**src/rtl/ysyx_23060203_ifu_pkg.sv**
```systemverilog
// Shared definitions for the instruction fetch unit: opcode constant, reset PC,
// FSM state type and the B-type immediate decoder.
package ysyx_23060203_ifu_pkg;

  localparam logic [4:0]  OP_BRANCH        = 5'b11000;
  localparam logic [31:0] RESET_PC_DEFAULT = 32'h3000_0000;

  typedef enum logic [1:0] {
    StReq,
    StWait,
    StHold
  } ifu_state_e;

  function automatic logic [31:0] imm_b(input logic [31:0] inst);
    return {{20{inst[31]}}, inst[7], inst[30:25], inst[11:8], 1'b0};
  endfunction

endpackage

```
**src/rtl/ysyx_23060203_ifu_pred.sv**
```systemverilog
// Static next-PC predictor: backward conditional branches are taken, everything
// else falls through to pc + 4.
module ysyx_23060203_ifu_pred
  import ysyx_23060203_ifu_pkg::*;
(
  input  logic [31:0] pc,
  input  logic [31:0] inst,
  output logic [31:0] npc
);

  always_comb begin
    npc = pc + 32'd4;
    if (inst[6:2] == OP_BRANCH && inst[31]) begin
      npc = pc + imm_b(inst);
    end
  end

endmodule

```
**src/rtl/ysyx_23060203_ifu.sv**
```systemverilog
// Instruction fetch unit: one outstanding AXI4-Lite-style read, one-entry
// instruction buffer. Define YSYX_23060203_IFU_RESP_CHECK_EN to add out_fetch_err.
module ysyx_23060203_ifu
  import ysyx_23060203_ifu_pkg::*;
#(
  parameter logic [31:0] RESET_PC = RESET_PC_DEFAULT
) (
  input  logic        clock,
  input  logic        reset,
  output logic [31:0] mem_araddr,
  output logic        mem_arvalid,
  input  logic        mem_arready,
  input  logic [31:0] mem_rdata,
  input  logic [1:0]  mem_rresp,
  input  logic        mem_rvalid,
  output logic        mem_rready,
  output logic        out_valid,
  input  logic        out_ready,
  output logic [31:0] out_pc,
  output logic [31:0] out_inst,
  input  logic        jump_flush,
  input  logic [31:0] jump_dnpc,
  input  logic        flush,
  input  logic [31:0] flush_dnpc
`ifdef YSYX_23060203_IFU_RESP_CHECK_EN
  ,
  output logic        out_fetch_err
`endif
);

  ifu_state_e  state_q;
  logic [31:0] pc_q, inst_buf_q, tgt_q, npc;
  logic        discard_q, arvalid_q, rready_q;
  logic        redir;
  logic [31:0] redir_pc;

  assign redir    = flush | jump_flush;
  assign redir_pc = flush ? flush_dnpc : jump_dnpc;

  ysyx_23060203_ifu_pred u_pred (
    .pc   (pc_q),
    .inst (inst_buf_q),
    .npc  (npc)
  );

  always_ff @(posedge clock) begin
    if (reset) begin
      state_q    <= StReq;
      pc_q       <= RESET_PC;
      inst_buf_q <= '0;
      tgt_q      <= RESET_PC;
      discard_q  <= 1'b0;
      arvalid_q  <= 1'b0;
      rready_q   <= 1'b0;
    end else begin
      unique case (state_q)
        StReq: begin
          if (!arvalid_q) begin
            // Address not yet on the bus, so a redirect can retarget it directly.
            arvalid_q <= 1'b1;
            if (redir) pc_q <= redir_pc;
          end else if (mem_arready) begin
            arvalid_q <= 1'b0;
            rready_q  <= 1'b1;
            state_q   <= StWait;
            if (redir) begin
              pc_q      <= redir_pc;
              discard_q <= 1'b1;
            end else if (discard_q) begin
              pc_q <= tgt_q;
            end
          end else if (redir) begin
            // Issued address must stay stable; remember the target for later.
            discard_q <= 1'b1;
            tgt_q     <= redir_pc;
          end
        end
        StWait: begin
          if (mem_rvalid) begin
            rready_q <= 1'b0;
            if (discard_q || redir) begin
              discard_q <= 1'b0;
              if (redir) pc_q <= redir_pc;
              arvalid_q <= 1'b1;
              state_q   <= StReq;
            end else begin
              inst_buf_q <= mem_rdata;
              state_q    <= StHold;
            end
          end else if (redir) begin
            pc_q      <= redir_pc;
            discard_q <= 1'b1;
          end
        end
        StHold: begin
          if (redir) begin
            pc_q      <= redir_pc;
            arvalid_q <= 1'b1;
            state_q   <= StReq;
          end else if (out_ready) begin
            pc_q      <= npc;
            arvalid_q <= 1'b1;
            state_q   <= StReq;
          end
        end
        default: state_q <= StReq;
      endcase
    end
  end

`ifdef YSYX_23060203_IFU_RESP_CHECK_EN
  logic fetch_err_q;

  always_ff @(posedge clock) begin
    if (reset || redir) begin
      fetch_err_q <= 1'b0;
    end else if (state_q == StWait && mem_rvalid && !discard_q) begin
      fetch_err_q <= |mem_rresp;
    end
  end

  assign out_fetch_err = fetch_err_q;
`else
  logic unused_rresp;
  assign unused_rresp = ^mem_rresp;
`endif

  assign mem_araddr  = pc_q;
  assign mem_arvalid = arvalid_q;
  assign mem_rready  = rready_q;
  // Gated so a wrong-path instruction is never accepted in a redirect cycle.
  assign out_valid   = (state_q == StHold) && !redir;
  assign out_pc      = pc_q;
  assign out_inst    = inst_buf_q;

endmodule

```
**config.mk**
```make
export PLATFORM = sky130hd
export DESIGN_NAME = ysyx_23060203_ifu
export DESIGN_NICKNAME = d
export VERILOG_FILES = /design/src/rtl/ysyx_23060203_ifu_pkg.sv /design/src/rtl/ysyx_23060203_ifu_pred.sv /design/src/rtl/ysyx_23060203_ifu.sv
export SDC_FILE = /design/constraint.sdc
export NUM_CORES = 1
export LEC_CHECK = 0
export ABC_CLOCK_PERIOD_IN_PS = 2800
export BUFFER_PORTS_ARGS = -buffer_cell sky130_fd_sc_hd__buf_4
export CAP_MARGIN = 30
export CORE_MARGIN = 1
export CORE_UTILIZATION = 30
export CTS_BUF_LIST = sky130_fd_sc_hd__clkbuf_2
export CTS_CLUSTER_SIZE = 14
export DETAILED_ROUTE_END_ITERATION = 16
export GPL_TIMING_DRIVEN = 0
export SYNTH_ARGS = -nofsm -noshare
export SYNTH_HDL_FRONTEND = slang
export SYNTH_SLANG_ARGS = --single-unit
```
**constraint.sdc**
```tcl
create_clock -name clock -period 2.8 [get_ports clock]
set_input_delay 0.28 -clock clock [delete_from_list [all_inputs] [get_ports clock]]
set_output_delay 0.28 -clock clock [all_outputs]
set_load 0.02 [all_outputs]
```
Word level (Yosys, flattened, before mapping)
Index checks and enable logic that the tools add are counted.

Add/subtract/negate cells: 2. Equality and inequality tests: 11. Mux-type cells: 35. Bitwise operators: 3. Reductions and logical operators: 14.

Operators by type and width (number): two-way mux 32 bit (11); one-hot mux 32 bit (3 select lines) (1); adder 32 x 3 -> 32 bit (second input constant) (1); adder 32 bit (1); AND reduction 4 bit (4); two-way mux 1 bit (13); two-way mux 2 bit (6); != test 3 bit (second input constant) (3); != test 2 bit (second input constant) (4); one-hot mux 2 bit (3 select lines) (1); AND reduction 3 bit (2); == test 5 bit (second input constant) (1); AND reduction 5 bit (1); != test 4 bit (second input constant) (1); one-hot mux 1 bit (2 select lines) (2); one-hot mux 1 bit (3 select lines) (1); nonzero test 3 bit (1); == test 2 x 1 -> 1 bit (second input constant) (1); == test 2 bit (second input constant) (1); logical AND 1 bit (2); zero test 2 bit (1); inverter 1 bit (2); nonzero test 2 bit (1); zero test 1 bit (1); 2 further kinds (2).

Register bits: 101. Bits of input ports: 105. Output and inout port bits: 99. Word-level logic and storage cells: 72.

Logic depth before layout (Yosys ltp)
Depth after elaboration: 6. Depth in mapped cells: 13. Gate-level depth less buffers: 10.

Cells and area by module
Synthesis repeated with hierarchy kept, for this count alone.

Cells, all modules: 1046. Area, all modules: 8378.0 µm².

By module, submodules not included: ysyx_23060203_ifu (times used 1, cells an instance 662, area each 5820.6 µm², sequential area each 2021.9 µm²); ysyx_23060203_ifu_pred (times used 1, cells an instance 384, area each 2557.5 µm², sequential area each 0.0 µm²).

Least setup slack after synthesis
Ideal clock, no wire load.

Path kind: register to register. Start: reg inst_buf_q[31] (netlist: out_inst[31]). End: reg pc_q[26] (netlist: mem_araddr[26]). Setup time: 0.132 ns. Data arrival time: 2.825 ns. Data required time: 2.668 ns. Setup slack: -0.157 ns. Stages on the path, launching flop included: 11. Path buffers: 1. Clock period less this slack: 2.957 ns. Cells stage by stage: dfxtp_1 > ha_1 > buf_2 > a21oi_1 > nand2_1 > or3_1 > o21a_1 > a21oi_1 > mux2_2 > o21ai_0 > a21oi_1.

Word-level cells in the longest chain between the ends: 5. Elaborated cells between the ends (all ways): 6. Classes of those cells: 1 x add/sub; 4 x mux; 1 x reduce/logical.

Ends and longest elaborated chain: from (decl) (RTL line ysyx_23060203_ifu.sv:32) `logic [31:0] pc_q, inst_buf_q, tgt_q, npc;`; from (signal assigned) (RTL line ysyx_23060203_ifu.sv:87) `inst_buf_q <= mem_rdata;`; adder 32 bit or logical AND 1 bit (tied branches) (RTL line ysyx_23060203_ifu_pred.sv:14, ysyx_23060203_ifu_pred.sv:13); two-way mux 32 bit (*) (RTL line ysyx_23060203_ifu_pred.sv:13) `if (inst[6:2] == OP_BRANCH && inst[31]) begin`; two-way mux 32 bit (*) (RTL line ysyx_23060203_ifu.sv:100) `end else if (out_ready) begin`; two-way mux 32 bit (*) (RTL line ysyx_23060203_ifu.sv:96) `if (redir) begin`; one-hot mux 32 bit (3 select lines) (*) (RTL line ysyx_23060203_ifu.sv:56) `unique case (state_q)`; to (signal assigned) (RTL line ysyx_23060203_ifu.sv:61) `if (redir) pc_q <= redir_pc;`; to (signal assigned) (RTL line ysyx_23060203_ifu.sv:97) `pc_q <= redir_pc;`; to (signal assigned) (RTL line ysyx_23060203_ifu.sv:101) `pc_q <= npc;`; to (decl) (RTL line ysyx_23060203_ifu.sv:32).

Every way passes the cells marked *; elsewhere a longest branch is shown, timed or not. The select of a mux whose other input is x is not followed. A chain may end at the register's enable or synchronous reset.

Worst setup path in the final report
Start: reg inst_buf_q[31] (netlist: out_inst[31]). End: reg pc_q[31] (netlist: mem_araddr[31]).

Same word-level chain as after synthesis.

==> flow_summary.ini <==
[finish]
final_net_count = 1628
final_core_util_pct = 43.6
area.growth.synth_to_final_pct = 43.1
drive_above_1_share_pct = 26.9

[routing]
num_vias = 10600
top_layer_used = met4
met2WireLength_mm = 18.3
vias_per_cell = 5.67
remaining_drc_errors = 0
antenna_violating_nets_post_route = 0
dr.first_iter.drc_count = 925
dr_wl_met3_mm = 2.86
drt_first_pass_iters = 5
route.final.wire_length_mm = 39.5
wl_met1_mm = 16.5
avgRoutedWirePerCell_um = 21.1

[run]
cap_viol_max_count = 0

[power_and_ir_drop]
sequentialPowerShare_pct = 32.6
clock_power_share_pct = 13.6
p_total_uw = 6330
vdd.ir_drop.worst_v = 0.000256
static_leak_uw = 0.00496
p_sw_share_pct = 48.5
cellPowerDensity_mw_per_mm2 = 523
internal_power_of_the_cells_uw = 3260
p_switching_uw = 3070
combinationalPowerShare_pct = 53.8

[clocking]
clock_insertion_delay_worst_skew_ns = 0.74
tritoncts_clock_tree = built
clk_root_buffer_cell = clkbuf_2
cts_max_path_buffers = 2
path_clk_slew_ns = 0.39
htreeDepth = 3
numCtsBuffers = 9
clock-sinks = 101

[sta]
finalSetupTns_ns = 0
clock-skew-final_ns = 0.0542
slew_violations = 0
final-hold-violation-count = 0
worst-slew-pin-transition_ns = 1.04
clock.fmax_mhz = 359
setup_ws_ns = 0.0183
final.min_clock_period_ns = 2.78
final.hold.worst_slack_ns = 0.0142
setup_repair_after_global_routing_missed_its_margin = yes
post-route-period-util_pct = 99.3
max_slew_margin_pct = 30.1
timing.final.setup_violations = 0

[floorplan]
die_h_um = 170
chipWidth_um = 170
initial_core_util_pct = 30.5
design.die.area_mm2 = 0.0288
boundaryPins = 204
core_area_mm2 = 0.0277
floorplan.rows = 61

[global_route]
largest_net_degree_at_the_start_of_global_routing = 23
grt_overflow = 0
gr-usage-all-layers_pct = 26.6
antenna_violations_before_repair = 0
global_route_wire_length_before_repair_mm = 58.2
via_count_of_the_first_global_routing_pass = 10100

[synth]
mappedNetlistArea_mm2 = 0.00845
fraction_of_the_yosys_area_taken_by_sequential_cells_pct = 23.9
synthesis.yosys.warnings = 0
yosys.area.top_type_share_pct = 23.9
synth_area_leader_cell = dfxtp_1
yosys_most_used_dff = dfxtp_1
synth_compound_area_share_pct = 28.9
post_synth.cell_area_avg_um2 = 7.22
async_reset_ff_share_pct = 0
muxShareOfSynthArea_pct = 6.77
synth-simple-area-share_pct = 22.3
synth_top_cells_by_count = nand2_1, a21oi_1, nor2_1
synthXorXnorAreaFrac_pct = 4.56
mappedNetlistNets = 1311
synth_adder_area_share_pct = 5.57
synth_enable_flop_cells = 0
most_numerous_cell_in_the_yosys_netlist = nand2_1
yosys_register_bits = 101
synth_top_cells_by_area = dfxtp_1, a21oi_1, nand2_1
synthesis.instances = 1169
netlist-cell-type-count = 70
dominant_combinational_cell_family_by_area_after_synthesis = compound AO/OA/AOI/OAI gates

[placement]
dp_hpwl_mm = 28.8
place_worst_setup_slack_ns = -0.729
place_congestion = 0.988
io_buffers = 200

[worst_hold_path]
hold_path_startpoint = flush_dnpc[20]
hold_path.class = in2reg

[setup_path]
critPathTopFamily = simple AND/OR/NAND/NOR gates
setup.worst_path.start = out_inst[31]
cp-start-kind = flop
max_stage_delay_ns = 0.49
cp_data_required_time_ns = 3.43
crit_path_top_delay_cell = dfxtp_4
critical_path.max_fanout = 8
timing.rr.start = out_inst[31]
critical_path_buf_inv_count = 1
worst-setup-path-type = reg2reg
cells_along_the_critical_path = buf_4 -> ha_2 -> and2_4 -> and3_1 -> a221oi_2 -> o221a_2 -> nand2_1 -> or4_1 -> nand4_1 -> o31ai_1
worst_setup_path_end_kind = flop
cp_data_arrival_time_ns = 3.41

[run_status]
outcome = completed
-- sequential cells by signal, summed over array words and instances (netlist names) --
| register | count |
|---|---|
| state_q | 2 |
| mem_araddr | 32 |
| out_inst | 32 |
| tgt_q | 32 |
| mem_rready | 1 |
| mem_arvalid | 1 |
| discard_q | 1 |
-- path summary, 6_finish.rpt --
| path | to | slack (ns) | depth (start not counted) |
|---|---|---|---|
| max | mem_araddr[31] | 0.02 | 10 |
| min | mem_araddr[20] | 0.01 | 5 |
| max reg2reg | mem_araddr[31] | 0.02 | 10 |
| min reg2reg | out_inst[16] | 0.47 | 2 |
-- power by group through the flow --
stage | registers [uW] | logic (uW) | clock network, uW
finish | 2060 | 3400 | 860
global route | 2090 | 3630 | 930
CTS | 2060 | 3230 | 872
detailed placement | 2080 | 3030 | 0
global placement | 2070 | 3020 | 0
floorplan | 2040 | 1810 | 0
-- worst min-delay path, stage by stage --
cell	delay, ns
buf_4	0.08
a22oi_1	0.14
o31ai_1	0.10
o21ai_0	0.07
nand2_1	0.05
-- layout make-up --
type,instances,area (um2)
diodes,1,2.50
plain buffers,113,628
clock buffers,9,45.0
clock inverters,7,93.8
fillers,2858,15600
inverters,16,63.8
multi-input cells,930,6100
flip-flops and latches,101,2060
well taps,378,473
repair buffers,315,2620
-- per-stage QoR --
stage / std cells / area [um2]
2_1_floorplan: 1169 / 8450
6_report: 1870 / 12100
3_5_place_dp: 1747 / 10400
4_1_cts: 1865 / 11800
3_3_place_gp: 1747 / 10400
5_1_grt: 1869 / 12100
-- layer usage --
| layer | up-vias | GRT usage [%] |
|---|---|---|
| met2 | 569 | 44.0 |
| met3 | 125 | 4.01 |
| met4 | 0 | 12.1 |
| li1 | 4885 | - |
| met5 | - | 0 |
| met1 | 5022 | 33.9 |
-- cells in the final DEF (no fill, tap or decap), drive strengths merged, types with 5 or more instances in the layout --
cell / n
buf: 268
nand2: 152
a21oi: 131
nor2: 116
dfxtp: 101
dlygate4sd3: 99
clkbuf: 70
o21ai: 64
mux2i: 47
a211oi: 46
nand3: 38
ha: 36
xor2: 25
nor3: 25
xnor2: 19
inv: 19
nand4: 18
a31oi: 16
a22o: 15
a21o: 13
o211ai: 12
nor2b: 11
a22oi: 10
and3: 10
mux2: 9
o22ai: 8
o21a: 7
nor4: 7
o41ai: 7
a311oi: 6
nand2b: 6
o31ai: 6
and4: 5
o221ai: 5
or2: 5
and2: 5
-- what timing repair did --
item                       4_1_cts  5_1_grt
hold buffers                    97        2
resized for setup               63       83
pin swaps                        9        8
hold endpoints to repair        70        2
setup buffers                    8        8
setup endpoints to repair       33       60
-- cell families after synthesis --
logic type	count (synthesis)
AOI/OAI and AO/OA	381
and+or+nand+nor	412
muxes	56
xor gates and xnor gates	44
buffers and inverters	138
DFF	101
adders and majority gates	37
Power figures use the tool's default switching activity.
